<file path="src/rtl/handshake_rx_sink_if.sv">
// Bus between the Handshake receiver / downstream consumer and the rx sink.
// The sink takes the slave view; the environment driving it takes the master view.
interface handshake_rx_sink_if #(
  parameter int DEPTH = 8,
  parameter int CNT_W = 16
);
  localparam int LW = $clog2(DEPTH) + 1;

  logic [7:0]       bdata;
  logic             bload;
  logic             bvalid;
  logic             breq;
  logic [7:0]       odata;
  logic             ovalid;
  logic             oready;
  logic [LW-1:0]    level;
  logic             overflow;
  logic [CNT_W-1:0] word_cnt;
  logic [CNT_W-1:0] err_cnt;
  logic             chk_state;

  modport slave (
    input  bdata, bload, bvalid, oready,
    output breq, odata, ovalid, level, overflow, word_cnt, err_cnt, chk_state
  );

  modport master (
    output bdata, bload, bvalid, oready,
    input  breq, odata, ovalid, level, overflow, word_cnt, err_cnt, chk_state
  );
endinterface

</file>
<file path="src/rtl/handshake_rx_sink.sv">
// bclk-domain sink behind the Handshake receiver: FIFO capture, breq throttling,
// valid/ready re-presentation, and a byte-sequence gap checker with counters.
module handshake_rx_sink #(
  parameter int DEPTH    = 8,
  parameter int CNT_W    = 16,
  parameter int CHECK_EN = 1
) (
  input  logic bclk,
  input  logic brst,
  handshake_rx_sink_if.slave bus
);
  localparam int AW = $clog2(DEPTH);
  localparam int LW = AW + 1;
  localparam logic [LW-1:0] FULL_LVL  = LW'(DEPTH);
  localparam logic [LW-1:0] BREQ_LVL  = LW'(DEPTH - 2);

  typedef enum logic {CHK_IDLE = 1'b0, CHK_LOCK = 1'b1} chk_e;

  logic [7:0]       mem_q [DEPTH];
  logic [AW-1:0]    wr_ptr_q, wr_ptr_d, rd_ptr_q, rd_ptr_d;
  logic [LW-1:0]    level_q, level_d;
  logic             breq_q, breq_d;
  logic             overflow_q, overflow_d;
  logic [CNT_W-1:0] word_cnt_q, word_cnt_d, err_cnt_q, err_cnt_d;
  chk_e             chk_q, chk_d;
  logic [7:0]       exp_q, exp_d;
  logic             push_ok, pop, full, empty;
  logic             unused_bvalid;

  assign unused_bvalid = bus.bvalid;

  assign empty   = (level_q == '0);
  assign full    = (level_q == FULL_LVL);
  assign pop     = !empty && bus.oready;
  // Full still accepts when a pop frees the slot in the same cycle.
  assign push_ok = bus.bload && (!full || pop);

  always_comb begin
    wr_ptr_d   = wr_ptr_q + AW'(push_ok);
    rd_ptr_d   = rd_ptr_q + AW'(pop);
    level_d    = level_q + LW'(push_ok) - LW'(pop);
    breq_d     = (level_d <= BREQ_LVL);
    overflow_d = overflow_q || (bus.bload && !push_ok);
    word_cnt_d = word_cnt_q;
    if (push_ok && word_cnt_q != '1) word_cnt_d = word_cnt_q + 1'b1;

    chk_d     = chk_q;
    exp_d     = exp_q;
    err_cnt_d = err_cnt_q;
    if (CHECK_EN != 0 && push_ok) begin
      exp_d = bus.bdata + 8'h01;
      if (chk_q == CHK_IDLE) begin
        chk_d = CHK_LOCK;
      end else if (bus.bdata != exp_q) begin
        if (err_cnt_q != '1) err_cnt_d = err_cnt_q + 1'b1;
      end
    end
  end

  always_ff @(posedge bclk) begin
    if (brst) begin
      wr_ptr_q   <= '0;
      rd_ptr_q   <= '0;
      level_q    <= '0;
      breq_q     <= 1'b0;
      overflow_q <= 1'b0;
      word_cnt_q <= '0;
      err_cnt_q  <= '0;
      chk_q      <= CHK_IDLE;
      exp_q      <= 8'h00;
    end else begin
      wr_ptr_q   <= wr_ptr_d;
      rd_ptr_q   <= rd_ptr_d;
      level_q    <= level_d;
      breq_q     <= breq_d;
      overflow_q <= overflow_d;
      word_cnt_q <= word_cnt_d;
      err_cnt_q  <= err_cnt_d;
      chk_q      <= chk_d;
      exp_q      <= exp_d;
    end
  end

  // Storage is not cleared by reset; the pointers alone define contents.
  always_ff @(posedge bclk) begin
    if (!brst && push_ok) mem_q[wr_ptr_q] <= bus.bdata;
  end

  assign bus.breq      = breq_q;
  assign bus.ovalid    = !empty;
  assign bus.odata     = empty ? 8'h00 : mem_q[rd_ptr_q];
  assign bus.level     = level_q;
  assign bus.overflow  = overflow_q;
  assign bus.word_cnt  = word_cnt_q;
  assign bus.err_cnt   = err_cnt_q;
  assign bus.chk_state = chk_q;
endmodule

</file>
<file path="src/flat_wrapper.sv">
// flat-port wrapper written by rule: the top's interface ports become plain ports
module handshake_rx_sink_flat 
#(
  parameter int DEPTH    = 8,
  parameter int CNT_W    = 16,
  parameter int CHECK_EN = 1
)
  (bclk, brst, bus_bdata, bus_bload, bus_bvalid, bus_oready, bus_breq, bus_odata, bus_ovalid, bus_level, bus_overflow, bus_word_cnt, bus_err_cnt, bus_chk_state);
  handshake_rx_sink_if #(.DEPTH(DEPTH), .CNT_W(CNT_W)) bus_i ();
  input  logic bclk;
  input  logic brst;
  input wire logic [$bits(bus_i.bdata)-1:0] bus_bdata;
  input wire logic [$bits(bus_i.bload)-1:0] bus_bload;
  input wire logic [$bits(bus_i.bvalid)-1:0] bus_bvalid;
  input wire logic [$bits(bus_i.oready)-1:0] bus_oready;
  output wire logic [$bits(bus_i.breq)-1:0] bus_breq;
  output wire logic [$bits(bus_i.odata)-1:0] bus_odata;
  output wire logic [$bits(bus_i.ovalid)-1:0] bus_ovalid;
  output wire logic [$bits(bus_i.level)-1:0] bus_level;
  output wire logic [$bits(bus_i.overflow)-1:0] bus_overflow;
  output wire logic [$bits(bus_i.word_cnt)-1:0] bus_word_cnt;
  output wire logic [$bits(bus_i.err_cnt)-1:0] bus_err_cnt;
  output wire logic [$bits(bus_i.chk_state)-1:0] bus_chk_state;
  assign bus_i.bdata = bus_bdata;
  assign bus_i.bload = bus_bload;
  assign bus_i.bvalid = bus_bvalid;
  assign bus_i.oready = bus_oready;
  assign bus_breq = bus_i.breq;
  assign bus_odata = bus_i.odata;
  assign bus_ovalid = bus_i.ovalid;
  assign bus_level = bus_i.level;
  assign bus_overflow = bus_i.overflow;
  assign bus_word_cnt = bus_i.word_cnt;
  assign bus_err_cnt = bus_i.err_cnt;
  assign bus_chk_state = bus_i.chk_state;
  handshake_rx_sink #(.DEPTH(DEPTH), .CNT_W(CNT_W), .CHECK_EN(CHECK_EN)) u_core (.bclk(bclk), .brst(brst), .bus(bus_i));
endmodule
</file>
<file path="config.mk">
export PLATFORM = sky130hd
export DESIGN_NAME = handshake_rx_sink_flat
export DESIGN_NICKNAME = d
export VERILOG_FILES = /design/src/rtl/handshake_rx_sink_if.sv /design/src/rtl/handshake_rx_sink.sv /design/src/flat_wrapper.sv
export SDC_FILE = /design/constraint.sdc
export NUM_CORES = 1
export LEC_CHECK = 0
export CORE_MARGIN = 2
export CORE_UTILIZATION = 45
export DETAILED_ROUTE_END_ITERATION = 10
export PLACE_DENSITY = 0.69
export SLEW_MARGIN = 15
export SYNTH_ARGS = -nofsm -noshare
export SYNTH_HDL_FRONTEND = slang
export SYNTH_SLANG_ARGS = --single-unit
</file>
<file path="constraint.sdc">
create_clock -name bclk -period 2.31 [get_ports bclk]
set_input_delay 0.5775 -clock bclk [delete_from_list [all_inputs] [get_ports bclk]]
set_output_delay 0.5775 -clock bclk [all_outputs]
set_load 0.05 [all_outputs]
</file>
==> flow_metrics.py <==
metrics = {
    "worst_setup_path": {
        "start_kind": "flop",
        "reg2reg_depth": 13,
        "cp_max_fo": 6,
        "crit_end": "bus_odata[2]",
        "path_cells": "buf_12 > mux4_2 > mux2i_2 > nor2_1 > buf_6",
        "arrival_ns": 1.89,
        "critPathSlowestCell": "mux4_2",
        "critical_path.max_stage_delay_ns": 0.53,
        "criticalPathCategory": "reg2out",
        "crit_required_ns": 1.73,
        "r2r_slack_ns": 0.08,
        "r2r-end": "u_core.bus.breq$_SDFF_PP0_",
        "timing.rr.start": "u_core.bus.level[2]$_SDFF_PP0_",
        "crit_start": "u_core.rd_ptr_q[0]$_SDFF_PP0_",
        "end_kind": "primary output",
    },
    "clock_network": {
        "insertion_delay_ns": 0.41,
        "path_clk_slew_ns": 0.06,
        "clock_path_buffers": 2,
        "htreeDepth": 4,
        "cts_num_sinks": 117,
        "root_buffer": "clkbuf_16",
        "cts_tree": "done",
        "cts_buffers": 17,
    },
    "placement": {
        "placedCellCount": 657,
        "port_buffers": 59,
        "dp_worst_setup_slack_ns": -0.4139,
        "hpwl_um": 7683,
        "gp_congestion": 0.8013,
    },
    "floorplan": {
        "die_x_um": 111.9,
        "rows": 39,
        "die_area_um2": 12510,
        "dieHeight_um": 111.9,
        "core_area_um2": 11370,
        "start_util_pct": 46.05,
        "io_pins": 61,
    },
    "status": {
        "status": "finished with violations",
        "violations": "setup timing",
    },
    "yosys": {
        "synth_edf_count": 64,
        "synth_common_cells": "64 x edfxtp_1, 55 x nor2_1, 53 x dfxtp_1",
        "synthArstFlopShare_pct": 0,
        "synth_top_area_cell": "edfxtp_1",
        "synth_most_common_cell": "edfxtp_1",
        "synth_ff_type": "edfxtp_1",
        "ys_seq_area_share_pct": 56.97,
        "synth_seq_cells": 117,
        "syn_nets": 456,
        "ys_warn_count": 0,
        "avgSynthCellArea_um2": 12.18,
        "syn_inst": 430,
        "synthTopCellsByArea": "edfxtp_1 37%, dfxtp_1 20%, mux4_2 6.9%",
        "synth_top_cell_area_share_pct": 36.70,
        "syn_area_um2": 5236,
        "synth_cell_types": 47,
    },
    "routing": {
        "antenna_left": 0,
        "drtPass1Iterations": 4,
        "vias": 3781,
        "viasPerCell": 5.472,
        "drt-total-wl_um": 11390,
        "drc": 0,
        "drt-initial-drc-count": 245,
        "wl_per_cell_um": 16.49,
    },
    "finish": {
        "final_nets": 561,
        "n_fill_cell": 908,
        "final_cells": 691,
        "ff_latch_area_um2": 2999,
        "area_growth_pct": 33.41,
        "post-route-util_pct": 61.44,
        "n_antenna_cell": 0,
        "layout-drive-gt1-share_pct": 24.45,
        "multi_input_area_um2": 2195,
    },
    "timing": {
        "final-hold-violation-count": 0,
        "setup_ws_ns": -0.1612,
        "slew_headroom_pct": 58.66,
        "max_freq_mhz": 404.7,
        "finalSetupViolCount": 8,
        "post-route-min-period_ns": 2.471,
        "rsz0062_at_grt": "yes",
        "finClkSkew_ns": 0.01286,
        "fin_crit_sh_pct": 107.0,
        "tightest_slew_ns": 0.6201,
        "finalSetupTns_ns": -0.8289,
        "finalMaxSlewViolations": 0,
    },
    "hold_path": {
        "hold_class": "reg2reg",
        "hold_path_depth": 2,
    },
    "pwr": {
        "power_uw": 7306,
        "p_leak_uw": 0.002562,
        "ir_drop_uv": 726.3,
        "powerDensity_nw_per_um2": 1046,
    },
    "global_route": {
        "grt_pass1_vias": 3681,
        "grtUsageTotal_pct": 19.46,
        "grt_start_max_net_pins": 60,
        "antenna_found_initial": 0,
        "grt_overflow": 0,
        "grt_pass1_wl_um": 18950,
    },
    "run": {
        "max_cap_violations": 0,
    },
}
[routing by layer]
layer	track usage, %	share of wire (%)	vias up
li1	-	-	1814
met1	26.14	45	1850
met2	31.23	49	107
met3	5.280	4.8	10
met4	5.679	1.2	0
met5	0	0	-
[critical path: cells and delay by family (launching register included)]
| kind | cells | cell delay [ns] |
|---|---|---|
| mux | 2 | 0.72 |
| flops | 1 | 0.40 |
| buf+inv | 2 | 0.29 |
| simple gates | 1 | 0.07 |
[layout make-up]
type | count | share of cell area (%)
timing repair buffer | 104 | 13.97
clock buffer | 18 | 6.144
clock inverter | 14 | 2.203
tap | 143 | 2.561
sequential | 117 | 42.93
inverter | 12 | 0.7702
multi-input combinational | 283 | 31.42
[logic make-up after synthesis]
| logic type | synth area share (%) |
|---|---|
| adder cells (fa/ha/maj) | 3.250 |
| AND/OR/NAND/NOR | 16.80 |
| multiplexers | 9.701 |
| flip-flops | 56.97 |
| buffers and inverters | 2.581 |
| AO/OA/AOI/OAI | 5.185 |
| XOR/XNOR | 5.520 |
[worst min-delay path by stage]
| stage | start | end | slack (ns) |
|---|---|---|---|
| floorplan | u_core.exp_q[1]$_SDFFE_PP0N_ | u_core.exp_q[1]$_SDFFE_PP0N_ | 0.45 |
| global placement | u_core.bus.overflow$_SDFF_PP0_ | u_core.bus.overflow$_SDFF_PP0_ | 0.46 |
| detailed placement | u_core.exp_q[1]$_SDFFE_PP0N_ | u_core.exp_q[1]$_SDFFE_PP0N_ | 0.48 |
| CTS | u_core.exp_q[1]$_SDFFE_PP0N_ | u_core.exp_q[1]$_SDFFE_PP0N_ | 0.49 |
| global route | u_core.exp_q[1]$_SDFFE_PP0N_ | u_core.exp_q[1]$_SDFFE_PP0N_ | 0.50 |
| finish | u_core.exp_q[1]$_SDFFE_PP0N_ | u_core.exp_q[1]$_SDFFE_PP0N_ | 0.48 |
[sequential cells by signal, summed over array words and instances (netlist names)]
| register | count |
|---|---|
| u_core.mem_q | 64 |
| u_core.bus.err_cnt | 16 |
| u_core.bus.word_cnt | 16 |
| u_core.exp_q | 8 |
| u_core.bus.level | 4 |
| u_core.rd_ptr_q | 3 |
| u_core.wr_ptr_q | 3 |
| u_core.bus.breq | 1 |
| u_core.bus.chk_state | 1 |
| u_core.bus.overflow | 1 |
[where the power goes]
group | internal [uW] | switching (uW) | total [uW]
Combinational | 1020 | 1280 | 2300
Sequential | 2340 | 105 | 2450
Clock | 1600 | 960 | 2550
[placed cells by master (no fill, tap or decap), types with 3 or more instances in the layout]
master            n
edfxtp_1         64
nand2_1          16
nor2_2            4
xnor2_1          27
nor4_1           10
buf_6             7
clkinv_4          5
inv_2             3
or4_1             7
nor2b_1          11
nor3_1            8
xor2_1            5
mux4_2           16
clkdlybuf4s50_1  38
buf_4            45
ha_4              3
clkinvlp_4        4
mux2_1            6
o21ai_1           4
nand4_1          10
a211oi_1          8
and3_1            8
a21oi_1          13
dlymetal6s2s_1   10
dfxtp_4           4
nand3_1          21
o31ai_1           7
nor2_1           51
ha_1              9
nand2b_1          3
dfxtp_1          48
mux2i_1           7
and4_1            3
inv_1             6
clkbuf_16        17
[timing repair]
item	4_1_cts	5_1_grt
hold buffers	0	0
setup buffers	2	0
endpoints found under the setup margin	9	34
cloned	1	0
gates resized for setup	11	16
pin swaps	0	7
[per-stage QoR]
| step | hold WS (ns) | cell area, um^2 |
|---|---|---|
| 4_1_cts | 0.4853 | 6972 |
| 3_5_place_dp | 0.4769 | 6305 |
| 5_1_grt | 0.4992 | 6985 |
| 2_1_floorplan | 0.4488 | 5328 |
| 3_3_place_gp | 0.4554 | 6305 |
| 6_report | 0.4811 | 6985 |
No activity file was read; power rests on OpenSTA's default activity.
